==> src/rtl/rgbw_spi_pwm_bank.sv <==
// Addressed SPI write-frame decoder feeding a bank of NCH duty shadow registers,
// plus NCH glitch-free PWM outputs that reload their active duty at period wrap.
module rgbw_spi_pwm_bank #(
  parameter int NCH   = 4,
  parameter int DW    = 8,
  parameter int PRESC = 2
) (
  input  logic           clk,
  input  logic           rst_n,
  input  logic           sck,
  input  logic           cs_n,
  input  logic           mosi,
  output logic [NCH-1:0] pwm_out,
  output logic           rx_valid,
  output logic [6:0]     rx_addr,
  output logic [DW-1:0]  rx_data,
  output logic           frame_err
);

  localparam int FL  = 8 + DW;
  localparam int BCW = $clog2(FL + 1);
  localparam int PW  = (PRESC > 1) ? $clog2(PRESC) : 1;

  localparam logic [BCW-1:0] FL_CNT  = BCW'(FL);
  localparam logic [PW-1:0]  PRE_MAX = PW'(PRESC - 1);
  localparam logic [DW-1:0]  CNT_MAX = {{(DW-1){1'b1}}, 1'b0};

  typedef enum logic [1:0] {
    S_IDLE  = 2'd0,
    S_SHIFT = 2'd1,
    S_DONE  = 2'd2,
    S_HOLD  = 2'd3
  } spi_state_e;

  // Synchroniser bit order is {cs_n, sck, mosi}; cs_n idles high.
  logic [2:0]            meta_q, meta_d;
  logic [2:0]            sync_q, sync_d;
  logic                  sck_prev_q, sck_prev_d;
  spi_state_e            state_q, state_d;
  logic [BCW-1:0]        bitcnt_q, bitcnt_d;
  logic [FL-1:0]         shreg_q, shreg_d;
  logic                  frame_err_q, frame_err_d;
  logic                  rx_valid_q, rx_valid_d;
  logic [6:0]            rx_addr_q, rx_addr_d;
  logic [DW-1:0]         rx_data_q, rx_data_d;
  logic [NCH-1:0][DW-1:0] shadow_q, shadow_d;
  logic [NCH-1:0][DW-1:0] active_q, active_d;
  logic [PW-1:0]         pre_q, pre_d;
  logic [DW-1:0]         cnt_q, cnt_d;
  logic                  loaded_q, loaded_d;
  logic [NCH-1:0]        pwm_q, pwm_d;

  logic                  cs_sync_s;
  logic                  sck_rise_s;
  logic                  mosi_sync_s;
  logic                  cmd_wr_s;
  logic [6:0]            cmd_addr_s;
  logic [DW-1:0]         cmd_data_s;
  logic                  tick_s;

  assign cs_sync_s   = sync_q[2];
  assign sck_rise_s  = sync_q[1] & ~sck_prev_q;
  assign mosi_sync_s = sync_q[0];
  assign cmd_wr_s    = shreg_q[FL-1];
  assign cmd_addr_s  = shreg_q[FL-2:DW];
  assign cmd_data_s  = shreg_q[DW-1:0];

  // Input synchronisers, SPI frame FSM and shadow-register write decode.
  always_comb begin
    meta_d      = {cs_n, sck, mosi};
    sync_d      = meta_q;
    sck_prev_d  = sync_q[1];
    state_d     = state_q;
    bitcnt_d    = bitcnt_q;
    shreg_d     = shreg_q;
    frame_err_d = frame_err_q;
    rx_valid_d  = 1'b0;
    rx_addr_d   = rx_addr_q;
    rx_data_d   = rx_data_q;
    shadow_d    = shadow_q;

    case (state_q)
      S_IDLE: begin
        bitcnt_d = '0;
        if (!cs_sync_s) begin
          state_d = S_SHIFT;
        end else begin
          state_d = S_IDLE;
        end
      end
      S_SHIFT: begin
        if (cs_sync_s) begin
          state_d = S_IDLE;
          // A bare cs_n pulse without any clocked bits is not a framing error.
          if (bitcnt_q != '0) begin
            frame_err_d = 1'b1;
          end else begin
            frame_err_d = frame_err_q;
          end
        end else if (sck_rise_s) begin
          shreg_d  = {shreg_q[FL-2:0], mosi_sync_s};
          bitcnt_d = bitcnt_q + BCW'(1);
          if (bitcnt_d == FL_CNT) begin
            state_d = S_DONE;
          end else begin
            state_d = S_SHIFT;
          end
        end else begin
          state_d = S_SHIFT;
        end
      end
      S_DONE: begin
        state_d = S_HOLD;
        if (cmd_wr_s) begin
          rx_valid_d = 1'b1;
          rx_addr_d  = cmd_addr_s;
          rx_data_d  = cmd_data_s;
          if (cmd_addr_s == 7'h7F) begin
            frame_err_d = 1'b0;
          end else begin
            frame_err_d = frame_err_q;
          end
          for (int i = 0; i < NCH; i++) begin
            if ({1'b0, cmd_addr_s} == 8'(i)) begin
              shadow_d[i] = cmd_data_s;
            end else begin
              shadow_d[i] = shadow_q[i];
            end
          end
        end else begin
          rx_valid_d = 1'b0;
        end
      end
      S_HOLD: begin
        if (sck_rise_s) begin
          frame_err_d = 1'b1;
        end else begin
          frame_err_d = frame_err_q;
        end
        if (cs_sync_s) begin
          state_d = S_IDLE;
        end else begin
          state_d = S_HOLD;
        end
      end
      default: begin
        state_d = S_IDLE;
      end
    endcase
  end

  // Prescaler, period counter, period-boundary duty reload and PWM compare.
  always_comb begin
    tick_s   = (pre_q == PRE_MAX);
    pre_d    = pre_q;
    cnt_d    = cnt_q;
    active_d = active_q;
    loaded_d = loaded_q;

    if (tick_s) begin
      pre_d = '0;
      if (cnt_q == CNT_MAX) begin
        cnt_d = '0;
      end else begin
        cnt_d = cnt_q + DW'(1);
      end
      // Reload at wrap and once on the very first tick so reset state is defined.
      if ((cnt_q == CNT_MAX) || !loaded_q) begin
        active_d = shadow_q;
        loaded_d = 1'b1;
      end else begin
        active_d = active_q;
      end
    end else begin
      pre_d = pre_q + PW'(1);
    end

    for (int i = 0; i < NCH; i++) begin
      pwm_d[i] = (cnt_q < active_q[i]);
    end
  end

  // State register for every flop in the block.
  always_ff @(posedge clk or negedge rst_n) begin
    if (!rst_n) begin
      meta_q      <= 3'b100;
      sync_q      <= 3'b100;
      sck_prev_q  <= 1'b0;
      state_q     <= S_IDLE;
      bitcnt_q    <= '0;
      shreg_q     <= '0;
      frame_err_q <= 1'b0;
      rx_valid_q  <= 1'b0;
      rx_addr_q   <= 7'h00;
      rx_data_q   <= '0;
      shadow_q    <= '0;
      active_q    <= '0;
      pre_q       <= '0;
      cnt_q       <= '0;
      loaded_q    <= 1'b0;
      pwm_q       <= '0;
    end else begin
      meta_q      <= meta_d;
      sync_q      <= sync_d;
      sck_prev_q  <= sck_prev_d;
      state_q     <= state_d;
      bitcnt_q    <= bitcnt_d;
      shreg_q     <= shreg_d;
      frame_err_q <= frame_err_d;
      rx_valid_q  <= rx_valid_d;
      rx_addr_q   <= rx_addr_d;
      rx_data_q   <= rx_data_d;
      shadow_q    <= shadow_d;
      active_q    <= active_d;
      pre_q       <= pre_d;
      cnt_q       <= cnt_d;
      loaded_q    <= loaded_d;
      pwm_q       <= pwm_d;
    end
  end

  assign pwm_out   = pwm_q;
  assign rx_valid  = rx_valid_q;
  assign rx_addr   = rx_addr_q;
  assign rx_data   = rx_data_q;
  assign frame_err = frame_err_q;

endmodule

==> config.mk <==
export PLATFORM = sky130hd
export DESIGN_NAME = rgbw_spi_pwm_bank
export DESIGN_NICKNAME = d
export VERILOG_FILES = /design/src/rtl/rgbw_spi_pwm_bank.sv
export SDC_FILE = /design/constraint.sdc
export NUM_CORES = 1
export LEC_CHECK = 0
export ABC_AREA = 1
export CAP_MARGIN = 40
export CORE_ASPECT_RATIO = 0.6
export CORE_MARGIN = 4
export CORE_UTILIZATION = 50
export DETAILED_ROUTE_END_ITERATION = 8
export DONT_BUFFER_PORTS = 1
export PLACE_DENSITY = 0.63
export SYNTH_ARGS = -nofsm -noshare
export SYNTH_HDL_FRONTEND = slang
export SYNTH_SLANG_ARGS = --single-unit
==> constraint.sdc <==
create_clock -name clk -period 4.1 [get_ports clk]
set_input_delay 0.205 -clock clk [delete_from_list [all_inputs] [get_ports clk]]
set_output_delay 0.205 -clock clk [all_outputs]
set_load 0.005 [all_outputs]
==> summary.md, run 1 <==
| Metric | Value |
|---|---|
| Count of mapped cells out of synthesis | `611` |
| Post-detailed-route DRC marker count | `0` |
| Fin. max-slew vios | `0` |
| First-pass detailed-route iteration total | `5` |
| TritonCTS buffer count | `17` |
| CTS H-tree depth | `4` |
| Final clock skew | `0.00825 ns` |
| Via count of the first global-routing pass | `4,005` |
| Die Span Y | `90.9 um` |
| Yosys cell types | `31` |
| Longest Clk Path Bufs | `2` |
| Syn_area_per_cell | `9.37 um2` |
| Fraction of the yosys area taken by sequential cells | `54.7%` |
| Top Ports | `26` |
| Post-DRT Antenna Nets | `0` |
| Sort of element at the end of the critical path | `flip-flop` |
| Worst slew margin | `48.9%` |
| Max-cap check violation count | `0` |
| Register clock-pin slew on the reported worst setup and hold paths | `0.06 ns` |
| Power per Cell Area | `436 mW/mm2` |
| Clk Latency, worst-skew pair | `0.41 ns` |
| Worst Hold Launch | `cs_n` |
| Clock tree from TritonCTS | `built` |
| R2r startpoint | `cnt_q[0]` |
| Setup crit start | `cnt_q[0]` |
| Worst Path Arrival | `2.32 ns` |
| Achievable clock frequency | `0.492 GHz` |
| Layout fillers | `948` |
| IR Drop Worst-Case VDD | `0.297 mV` |
| Final sum of negative setup slack | `0 ns` |
| Horizontal die dimension | `146 um` |
| Detail-routed net length per standard cell | `15.2 um` |
| Detailed-route wire length | `11.7 mm` |
| Post-route insts no fill | `769` |
| Run status | `complete, no violations` |
| Slew at the pin with the worst max-slew slack | `0.766 ns` |
| Wire length of the first global-routing pass | `20.1 mm` |
| Antenna fix cells | `0` |
| Flop and latch count out of synthesis | `125` |
| Area of the mapped netlist | `0.00573 mm2` |
| Data required time at the worst endpoint | `4.39 ns` |
| Die Area | `0.0133 mm2` |
| Routed via count | `4,040` |
| Element type at the critical path start | `flip-flop` |
| Post-cts resize count | `0` |
| GRT overflow | `0` |
| Setup repair after global routing missed its margin | `no` |
| Cell row count | `29` |
| CTS sink count | `125` |
| Synth warnings | `0` |
| Area of the core region | `0.0109 mm2` |
| Share of the clock period used by the worst path | `49.6%` |
| Initial Utilization | `52.6%` |
| Final setup vio count | `0` |
| Ratio of cells with drive above 1 in the final layout | `11.9%` |
| Placed wire-length estimate after detailed placement | `7.97 mm` |
| Leakage power of the design | `3.11 nW` |
| Count of routing violations after the opening detailed-route iteration | `272` |
| Clock period minus worst slack | `2.03 ns` |
| Category of the most critical setup path | `flip-flop to flip-flop` |
| Final estimated routing congestion in global placement | `0.838` |
| Total routing usage reported by global routing | `19.2%` |
| Largest net degree at the start of global routing | `126` |
| Number of placed instances with taps included | `732` |
| Overall power | `0.00280 W` |
| Synth-to-Final Area Change | `12.0%` |
| Tightest Hold Check Type | `input port to flip-flop` |
| Hold Vio Cnt, Final | `0` |
| Tightest hold margin | `0.335 ns` |
| Master cell of the clock root buffer | `sky130_fd_sc_hd__clkbuf_16` |
| Synthesized netlist net count | `649` |
| Max Fanout on Critical Path | `33` |
| Count of nets after finishing | `655` |
| Initial antenna violation count | `0` |
| Input/output buffers | `0` |
| Via count normalized by instance count | `5.25` |
## cells in the final DEF (no fill, tap or decap), types with 4 or more instances in the layout
cell / synthesis / final
sky130_fd_sc_hd__dlygate4sd3_1: 0 / 4
sky130_fd_sc_hd__o21ai_0: 47 / 47
sky130_fd_sc_hd__nand3_1: 43 / 43
sky130_fd_sc_hd__o21ai_2: 22 / 22
sky130_fd_sc_hd__nand2_2: 5 / 5
sky130_fd_sc_hd__clkbuf_16: 0 / 17
sky130_fd_sc_hd__nor2_1: 10 / 10
sky130_fd_sc_hd__inv_1: 66 / 66
sky130_fd_sc_hd__dfrtp_1: 123 / 123
sky130_fd_sc_hd__nand4_1: 8 / 8
sky130_fd_sc_hd__a21oi_1: 23 / 23
sky130_fd_sc_hd__ha_1: 33 / 33
sky130_fd_sc_hd__o21ai_1: 10 / 10
sky130_fd_sc_hd__clkinv_4: 0 / 4
sky130_fd_sc_hd__nand2_1: 177 / 177
sky130_fd_sc_hd__nor2_4: 4 / 4
## Yosys cell counts
master	count	area share [%]
sky130_fd_sc_hd__nand4_1	8	0.87
sky130_fd_sc_hd__a21oi_1	23	2.0
sky130_fd_sc_hd__nor3b_1	2	0.26
sky130_fd_sc_hd__a21boi_0	1	0.13
sky130_fd_sc_hd__nand3_4	1	0.31
sky130_fd_sc_hd__buf_4	2	0.26
sky130_fd_sc_hd__o21ai_2	22	3.4
sky130_fd_sc_hd__buf_2	2	0.17
sky130_fd_sc_hd__nor2_4	4	0.79
sky130_fd_sc_hd__o22ai_1	1	0.11
sky130_fd_sc_hd__inv_2	2	0.13
sky130_fd_sc_hd__inv_1	66	4.3
sky130_fd_sc_hd__o21ai_0	47	4.1
sky130_fd_sc_hd__nor3_2	2	0.35
sky130_fd_sc_hd__o21ai_1	10	0.87
sky130_fd_sc_hd__a21o_1	1	0.13
sky130_fd_sc_hd__nand2_4	3	0.59
sky130_fd_sc_hd__nand2_1	177	12
sky130_fd_sc_hd__o31ai_1	1	0.13
sky130_fd_sc_hd__dfstp_2	2	0.92
sky130_fd_sc_hd__a31oi_1	1	0.11
sky130_fd_sc_hd__nand3_1	43	3.8
sky130_fd_sc_hd__nor3_1	1	0.087
sky130_fd_sc_hd__nor2_1	10	0.66
sky130_fd_sc_hd__dfrtp_1	123	54
sky130_fd_sc_hd__nand2_2	5	0.55
sky130_fd_sc_hd__or2_2	1	0.11
sky130_fd_sc_hd__and3_1	1	0.11
sky130_fd_sc_hd__clkbuf_1	7	0.46
sky130_fd_sc_hd__buf_6	9	1.8
sky130_fd_sc_hd__ha_1	33	7.2
## cell type report
class | instances | area [um2] | share of cell area, %
Sequential cell | 125 | 3130 | 48.8
Multi-Input combinational cell | 398 | 2190 | 34.1
Clock buffer | 19 | 433 | 6.75
Inverter | 68 | 255 | 3.98
Tap cell | 139 | 174 | 2.71
Clock inverter | 13 | 143 | 2.22
Timing Repair Buffer | 7 | 90.1 | 1.40
## cell families (layout without fill, tap and decap cells)
kind of cell / Yosys count / count (layout) / synth area share (%)
flops: 125 / 125 / 54.7
fa+ha+maj: 33 / 33 / 7.21
buf+inv: 88 / 107 / 7.12
compound gates: 107 / 107 / 11.0
simple gates: 258 / 258 / 20.0
## state kept, by name (all words and copies together), names as in the netlist
name / flops
shadow_q: 32
rx_valid: 1
pre_q: 1
shreg_q: 16
loaded_q: 1
sck_prev_q: 1
sync_q: 3
active_q: 32
frame_err: 1
bitcnt_q: 5
meta_q: 3
rx_data: 8
rx_addr: 7
pwm_out: 4
state_q: 2
cnt_q: 8
## through the flow
stage | utilization, % | cell area [um2] | setup WS [ns]
finish | 58.9 | 6410 | 2.07
global route | 58.9 | 6410 | 1.86
CTS | 58.9 | 6410 | 2.04
detailed placement | 53.0 | 5770 | 2.08
global placement | 52.9 | 5760 | 2.07
floorplan | - | 5730 | 2.68
## worst max-delay path: stages (launching register included)
cell and delay [ns]:
sky130_fd_sc_hd__dfrtp_1 0.39, sky130_fd_sc_hd__inv_1 0.18, sky130_fd_sc_hd__ha_1 0.18, sky130_fd_sc_hd__nand2_1 0.05, sky130_fd_sc_hd__inv_1 0.12, sky130_fd_sc_hd__nand3_4 0.10, sky130_fd_sc_hd__nand2_4 0.33, sky130_fd_sc_hd__nand2_4 0.31
sky130_fd_sc_hd__nand2_1 0.16, sky130_fd_sc_hd__nand2_1 0.07
## what timing repair did
action | CTS | global route
hold buffers | 5 | 0
hold endpoints to repair | 128 | 0
setup buffers | 0 | 0
## report_power, final
| group | switching, W | internal [W] |
|---|---|---|
| Combinational | 0.0000760 | 0.0000146 |
| Sequential | 0.00000834 | 0.00125 |
| Clock | 0.000550 | 0.000897 |
| Total | 0.000634 | 0.00216 |
## worst paths after layout
kind,end,slack [ns],cells past startpoint
worst max register to register,active_q[8],2.07,9
worst min-delay path,meta_q[2],0.34,1
min in group asynchronous,active_q[27],0.42,2
max in group asynchronous,shadow_q[6],3.22,2
worst max-delay path,active_q[8],2.07,9
worst min register to register,sync_q[1],0.35,0
## per-layer routing
metal / vias to the layer above / wire length, um / global-route usage [%]
met3: 18 / 761 / 5.72
met4: 0 / 199 / 7.59
met1: 1923 / 5940 / 28.3
met2: 91 / 4760 / 26.7
met5: - / 0 / 0
li1: 2008 / - / -
(Power assumes the default switching activity.)
==> run 2: changes to the inputs <==
==> constraint.sdc (replaced) <==
create_clock -name clk -period 2.1 [get_ports clk]
set_input_delay 0.105 -clock clk [delete_from_list [all_inputs] [get_ports clk]]
set_output_delay 0.105 -clock clk [all_outputs]
set_load 0.005 [all_outputs]
==> summary.md, run 2 (synthesis results as in run 1) <==
| Metric | Value |
|---|---|
| Run status | `finished with violations` |
| Violations in the final reports | `hold timing` |
| Via count normalized by instance count | `5.19 (-1.2%)` |
| Final estimated routing congestion in global placement | `0.819 (-2.3%)` |
| Detail-routed net length per standard cell | `15.6 um (+2.6%)` |
| Die Span Y | `90.9 um (unchanged)` |
| Worst slew margin | `69.6% (+21 points)` |
| Post-DRT Antenna Nets | `0 (unchanged)` |
| Horizontal die dimension | `146 um (unchanged)` |
| Fin. max-slew vios | `0 (unchanged)` |
| Category of the most critical setup path | `flip-flop to flip-flop` |
| Top Ports | `26 (unchanged)` |
| Most common cell after layout, fill and taps aside | `sky130_fd_sc_hd__nand2_1` |
| Detailed-route wire length | `12.0 mm (+2.9%)` |
| Post-detailed-route DRC marker count | `0 (unchanged)` |
| Largest net degree at the start of global routing | `126 (unchanged)` |
| Input/output buffers | `0 (unchanged)` |
| Master cell of the clock root buffer | `sky130_fd_sc_hd__clkbuf_16` |
| Setup repair after global routing missed its margin | `no` |
| Multi-input combinational cell area | `0.00219 mm2 (unchanged)` |
| First-pass detailed-route iteration total | `4 (-1)` |
| Die Area | `0.0133 mm2 (unchanged)` |
| Number of hold buffers added after cts | `3 (-2)` |
| Worst Path Arrival | `2.07 ns (-0.25 ns)` |
| Tightest Hold Check Type | `input port to async pin` |
| Initial antenna violation count | `0 (unchanged)` |
| Element type at the critical path start | `flip-flop` |
| TritonCTS buffer count | `17 (unchanged)` |
| Achievable clock frequency | `0.581 GHz (+18%)` |
| Routed via count | `4,001 (-0.97%)` |
| Register clock-pin slew on the reported worst setup and hold paths | `0.06 ns (about the same)` |
| Final sum of negative setup slack | `0 ns (unchanged)` |
| Tightest hold margin | `-0.618 ns (-0.953 ns)` |
| Cell row count | `29 (unchanged)` |
| Post-cts resize count | `0 (unchanged)` |
| Total routing usage reported by global routing | `19.8% (+0.61 points)` |
| Wire length of the first global-routing pass | `20.8 mm (+3.2%)` |
| IR Drop Worst-Case VDD | `0.587 mV (+97%)` |
| Sort of element at the end of the critical path | `flip-flop` |
| Leakage power of the design | `3.09 nW (-0.64%)` |
| Data required time at the worst endpoint | `2.45 ns (-1.94 ns)` |
| Power per Cell Area | `838 mW/mm2 (+92%)` |
| Layout fillers | `940 (-0.84%)` |
| CTS H-tree depth | `4 (unchanged)` |
| GRT overflow | `0 (unchanged)` |
| Worst Reg2Reg Path Length in Cells | `9 (unchanged)` |
| CTS sink count | `125 (unchanged)` |
| Commonest non-fill, non-tap cells in the layout | `sky130_fd_sc_hd__nand2_1 (177), sky130_fd_sc_hd__dfrtp_1 (123), sky130_fd_sc_hd__inv_1 (66)` |
| Clk Latency, worst-skew pair | `0.41 ns (about the same)` |
| Clock tree from TritonCTS | `built` |
| Clock period minus worst slack | `1.72 ns (-0.312 ns)` |
| Ratio of cells with drive above 1 in the final layout | `12.3% (+0.44 points)` |
| Hold Vio Cnt, Final | `125 (+125)` |
| Final setup vio count | `0 (unchanged)` |
| Initial Utilization | `52.6% (unchanged)` |
| Antenna fix cells | `0 (unchanged)` |
| Count of nets after finishing | `657 (+0.31%)` |
| Setup fix buffers added after clock tree synthesis | `0 (unchanged)` |
| FF-to-FF setup slack | `0.38 ns (-1.69 ns)` |
| Registers with the highest flip-flop counts | `active_q: 32 flops, shadow_q: 32 flops, shreg_q: 16 flops` |
| Synth-to-Final Area Change | `11.5%` |
| Final clock skew | `0.0113 ns (+0.00301 ns)` |
| Placed wire-length estimate after detailed placement | `8.12 mm (+1.9%)` |
| Area of the core region | `0.0109 mm2 (unchanged)` |
| R2r startpoint | `cnt_q[0]` |
| Max Fanout on Critical Path | `32 (-3.0%)` |
| Worst reg2reg endpoint | `active_q[24]` |
| Combined flip-flop and latch cell area | `0.00313 mm2 (unchanged)` |
| Slew at the pin with the worst max-slew slack | `0.456 ns (-0.310 ns)` |
| Longest Clk Path Bufs | `2 (unchanged)` |
| Via count of the first global-routing pass | `4,022 (+0.42%)` |
| Max-cap check violation count | `0 (unchanged)` |
| Count of routing violations after the opening detailed-route iteration | `248 (-8.8%)` |
| Share of the clock period used by the worst path | `81.9% (+32 points)` |
run 2: per-layer routing:
metal | vias up | part of all wire, % | track usage, %
met5 | - | 0 | 0
met2 | 78 | 42 | 28.0
met3 | 5 | 5.0 | 6.92
met4 | 0 | 0.68 | 6.42
li1 | 2004 | - | -
met1 | 1914 | 52 | 28.7
run 2: critical path, stage by stage (launching register included):
cell                      delay [ns]
sky130_fd_sc_hd__dfrtp_1        0.39
sky130_fd_sc_hd__inv_1          0.17
sky130_fd_sc_hd__ha_1           0.17
sky130_fd_sc_hd__nand2_1        0.05
sky130_fd_sc_hd__inv_1          0.12
sky130_fd_sc_hd__nand3_4        0.10
sky130_fd_sc_hd__nand2_4        0.10
sky130_fd_sc_hd__buf_4          0.31
sky130_fd_sc_hd__nand3_1        0.13
sky130_fd_sc_hd__nand2_1        0.10
run 2: worst max-delay path by stage:
stage	startpoint	to	slack (ns)	cells after the start
after floorplan	cnt_q[0]	active_q[0]	0.68	10
after global placement	cnt_q[0]	active_q[15]	0.44	9
after detailed placement	cnt_q[0]	active_q[5]	0.40	9
after CTS	cnt_q[0]	active_q[24]	0.38	9
after global routing	cnt_q[0]	active_q[27]	0.20	9
final	cnt_q[0]	active_q[24]	0.38	9
run 2: layout make-up:
class | instances | area share [%]
clock buffer | 20 | 6.99
clock inverter | 12 | 1.82
inverter | 68 | 4.00
multi-input combinational | 398 | 34.3
sequential | 125 | 49.0
tap | 139 | 2.72
timing repair buffer | 9 | 1.18
run 2: report_power, final:
part / switching, W / internal [W]
Clock: 0.00110 / 0.00166
Sequential: 0.0000179 / 0.00244
Combinational: 0.000103 / 0.0000213
Total: 0.00122 / 0.00413
run 2: metrics by stage:
stage	total power (W)	std cells	setup slack (ns)	instance area, um2	utilization [%]
2_1_floorplan	0.00257	611	0.675	5730	-
3_3_place_gp	0.00262	736	0.443	5790	53.2
3_5_place_dp	0.00262	736	0.399	5790	53.2
4_1_cts	0.00540	771	0.382	6390	58.7
5_1_grt	0.00553	771	0.201	6390	58.7
6_report	0.00535	771	0.380	6390	58.7
